===== src/rtl/sat_counter.sv =====
// Saturating up-counter; clear wins over increment.
module sat_counter #(
    parameter int WIDTH = 8
) (
    input  logic             clk,
    input  logic             reset,
    input  logic             inc,
    input  logic             clr,
    output logic [WIDTH-1:0] count
);

    // Count up to all-ones and stick there until cleared.
    always_ff @(posedge clk) begin
        if (reset || clr) begin
            count <= '0;
        end else if (inc && (count != '1)) begin
            count <= count + WIDTH'(1);
        end
    end

endmodule


===== config.mk =====
export PLATFORM = sky130hd
export DESIGN_NAME = sat_counter
export DESIGN_NICKNAME = d
export VERILOG_FILES = /design/src/rtl/sat_counter.sv
export SDC_FILE = /design/constraint.sdc
export NUM_CORES = 1
export LEC_CHECK = 0
export CAP_MARGIN = 20
export CORE_AREA = 2 2 39 41
export DETAILED_ROUTE_END_ITERATION = 8
export DIE_AREA = 0 0 41 43
export DONT_BUFFER_PORTS = 1
export PLACE_DENSITY_LB_ADDON = 0.1
export RECOVER_POWER = 100
export SYNTH_ARGS = -nofsm -noshare
export SYNTH_HDL_FRONTEND = slang
export SYNTH_SLANG_ARGS = --single-unit

===== constraint.sdc =====
create_clock -name clk -period 1.2 [get_ports clk]
set_input_delay 0.3 -clock clk [delete_from_list [all_inputs] [get_ports clk]]
set_output_delay 0.3 -clock clk [all_outputs]
set_load 0.05 [all_outputs]

=== Word level (Yosys, flattened, before mapping) ===
Cells that the tools add are included.

* Input bits: 4
* Register bits after elaboration: 8
* Word-level logic and storage cells: 5

* Reduce and logical (&&, ||, !) cells: 2
* Equal/unequal tests: 1
* Add/sub/neg operators: 1

{| class="wikitable"
|+ Operators with widths
! operator !! count
|-
| $add 8x1->8 const B || 1
|-
| $ne 8x8->1 const B || 1
|-
| $logic_and 1x1->1 || 1
|-
| $logic_or 1x1->1 || 1
|}

=== Depth between registers and ports, before layout ===
Gate-level depths: netlist of the first run.

* Depth after elaboration: 2
* Gate-level depth with buffers: 4

=== Worst setup path before layout of the first run ===
No wires, ideal clock.

* Path type: register to register
* From: reg count[0]
* To: reg count[6]
* Path slack: -0.554 ns
* Stages on the path, launching flop included: 5
* Arrival: 1.639 ns
* Period minus slack after synthesis: 1.754 ns
* Data required time: 1.085 ns
* Library setup time: 0.115 ns
* Cells stage by stage: dfxtp_1 -> ha_1 -> nand3_1 -> or4_1 -> and3_1

* Cells in the longest elaborated chain, start to end: 2

{| class="wikitable"
|+ Ends and longest elaborated chain
! what !! RTL line !! source
|-
| start, declared || 9 || <nowiki>output logic [WIDTH-1:0] count</nowiki>
|-
| start signal, assigned || 17 || <nowiki>count <= count + WIDTH'(1);</nowiki>
|-
| parallel branches: the longest is 2 deep, another holds $add 8x1->8 || n/a ||
|}

Several ways; the timed one is not identified.
A chain may end at the register's enable or synchronous reset.

=== Final worst setup path of the first run ===
* From: reg count[1]
* To: reg count[6]

The elaborated chain is that of the path after synthesis.

==> results of run 1 <==
cell families (layout without fill, tap and decap cells):
kind of cell	after synthesis	in the layout	synth area share, %
compound gates	9	9	13.65
fa+ha+maj	1	1	2.967
buf+inv	2	19	2.075
flops	8	8	37.98
mux	4	4	9.496
simple gates	24	24	33.83
final timing paths:
path / start / end / slack [ps] / cells after the start
min reg2reg: count[7] / count[2] / 590 / 2
min: clr / count[2] / 100 / 1
max reg2reg: count[1] / count[6] / -50 / 4
max: count[1] / count[6] / -50 / 4
cells in the mapped netlist:
library cell  count
dfxtp_1           8
nand2_1           7
a21oi_1           5
mux2i_1           4
and3_1            2
and3b_1           2
nand3_1           2
nand4_1           2
or3_1             2
a21boi_0          1
a21boi_2          1
and2_2            1
and4_1            1
and4_2            1
buf_2             1
ha_1              1
inv_1             1
nor2_1            1
nor4_1            1
o2111ai_1         1
o21ai_0           1
or3_2             1
or4_1             1
per-layer routing:
metal  vias to the layer above  GRT usage (%)  part of all wire, %
li1                        215              -                    -
met1                       205          17.53                   43
met2                        12          20.00                   49
met3                         5          3.141                  4.5
met4                         0          10.00                  3.6
met5                         -              0                    0
critical path: cells and delay by family (launching register included):
family / cells / cell delay, ps
flip-flops: 1 / 360
AND/OR/NAND/NOR: 3 / 650
adder cells (fa/ha/maj): 1 / 150
stage by stage:
stage	hold WS [ps]	total power, uW	cell area, um^2
floorplan	368.2	285.2	470.5
global placement	375.9	296.3	588.1
detailed placement	385.1	297.0	588.1
CTS	95.94	533.9	629.4
global route	91.07	560.3	641.9
finish	98.28	530.6	641.9
final cells by class:
cell class | instances | area, um^2 | share of cell area (%)
clock buffers | 4 | 26.28 | 4.094
inverters | 1 | 3.754 | 0.5848
multi-input cells | 38 | 279.0 | 43.47
flip-flops and latches | 8 | 181.4 | 28.27
well taps | 16 | 20.02 | 3.119
repair buffers | 14 | 131.4 | 20.47
cell usage in the layout (no fill, tap or decap), types with 2 or more instances in the layout:
cell	n
dfxtp_4	5
buf_8	2
dfxtp_2	2
or3_1	2
nand4_1	2
mux2i_1	4
a21oi_1	4
nand2_1	7
a21boi_2	2
and3b_1	2
buf_4	9
clkbuf_4	3
and3_1	2
buf_6	3
power by group through the flow:
| stage | logic, uW | registers, uW | clock network [uW] |
|---|---|---|---|
| after floorplan | 14.1 | 271 | 0 |
| after global placement | 34.2 | 262 | 0 |
| after detailed placement | 34.6 | 262 | 0 |
| after CTS | 34.6 | 257 | 243 |
| after global routing | 37.6 | 261 | 262 |
| final | 34.2 | 261 | 235 |
repair_timing:
| action | CTS | global route |
|---|---|---|
| setup endpoints to repair | 3 | 6 |
| gates resized for setup | 4 | 5 |
| pin swaps | 2 | 1 |
==> results.cfg, run 1 <==
[clock_network]
cts.sinks = 8
path_clk_slew_ps = 60
clock_latency_ps = 270
post-cts-setup-buffers = 0
numCtsBuffers = 3
cts_max_level = 1
tritoncts = done
clockBufferDepth = 2
cts_root_buf = clkbuf_4
holdBufCountCts = 0

[floorplanning]
dieArea_um2 = 1763
core_um2 = 1384
initial_core_util_pct = 30.47
die_w_um = 41
pin_count = 12
num_rows = 14
die_h_um = 43

[placed_design]
dp.cells = 77
place_ws_ps = -48.85
place_congestion = 0.8571
io_buffers = 0
dp_hpwl_um = 829.5

[job]
maxCapViolCount = 0

[global_routing]
track_usage_pct = 14.00
overflow = 0
grt_pass1_wl_um = 1662
grt_pass1_vias = 407
antenna_found_initial = 0
grt_max_degree = 8

[timing]
tns_ps = -51.75
fin_ws_ps = -51.75
period_minus_slack_ps = 1252
setup-violations-final = 1
max_slew_margin_pct = 85.01
finalHoldViolCount = 0
rsz0062_at_grt = true
max_freq_mhz = 798.9
max_slew.worst_pin.slew_ps = 222.9
post-route-period-util_pct = 104.3
slew_violations = 0
final.setup_skew_ps = 5.521

[power]
seqPwrFrac_pct = 49.2
clockPowerShare_pct = 44.4
swShare_pct = 24.20
internal-power_uw = 402.2
ir_worst_vdd_uv = 342.6
net-switching-power_uw = 128.4
pwr-share-comb_pct = 6.4
p_leak_uw = 0.0002579
pwr_density_cell_nw_per_um2 = 826.6

[critical_path]
cp_cell_sequence = ha_4 > nand3_2 > or4_1 > and3_1
crit_arrival_ps = 1410
critPathMaxFanout = 4
slowest_stage = or4_1
max_stage_delay_ps = 400
crit_path_end_kind = flop
cp-start-kind = flop
timing_worst_setup_path_type = flop to flop
crit_required_ps = 1350

[layout]
fin_nets = 71
drive_gt1_share_pct = 49.23
finalNonFillerCells = 81
diodes = 0
largest_reg_flops = 8
top_register = count
fin_util_pct = 46.38
fillCellCount = 143
largest_registers = count (8)
syn_to_final_growth_pct = 52.23

[drt]
drc = 0
routed_via_density = 5.395
drt-total-wl_um = 1068
vias = 437
ant_nets = 0
drt-wirelength-per-cell_um = 13.19
dr.pass1.iters = 4
drt_iter0_markers = 10

[synth]
yosysWarnings = 0
syn_area_um2 = 421.7
syn_area_per_cell_um2 = 8.784
synth_seq_cells = 8
netlist.area_leader.share_pct = 37.98
synthTopCellsByArea = dfxtp_1, mux2i_1, nand2_1
syn_inst = 48
yosysUniqueCellTypes = 23
ys_seq_area_share_pct = 37.98
yosys.area.top_type = dfxtp_1
syn_nets = 53

[run_status]
violations = setup timing
outcome = complete, but fails checks

[worst_hold_path]
hold_path.class = primary input to flop
Note: power is estimated with default switching activity, not from simulation.
==> run 2, diff against run 1 <==
--- a/config.mk
+++ b/config.mk
@@ -12,6 +12,7 @@
 export DONT_BUFFER_PORTS = 1
 export PLACE_DENSITY_LB_ADDON = 0.1
 export RECOVER_POWER = 100
+export SLEW_MARGIN = 20
 export SYNTH_ARGS = -nofsm -noshare
 export SYNTH_HDL_FRONTEND = slang
 export SYNTH_SLANG_ARGS = --single-unit
==> results of run 2 <==
Same layout as run 1: the final DEF is identical, and so are final timing and power.
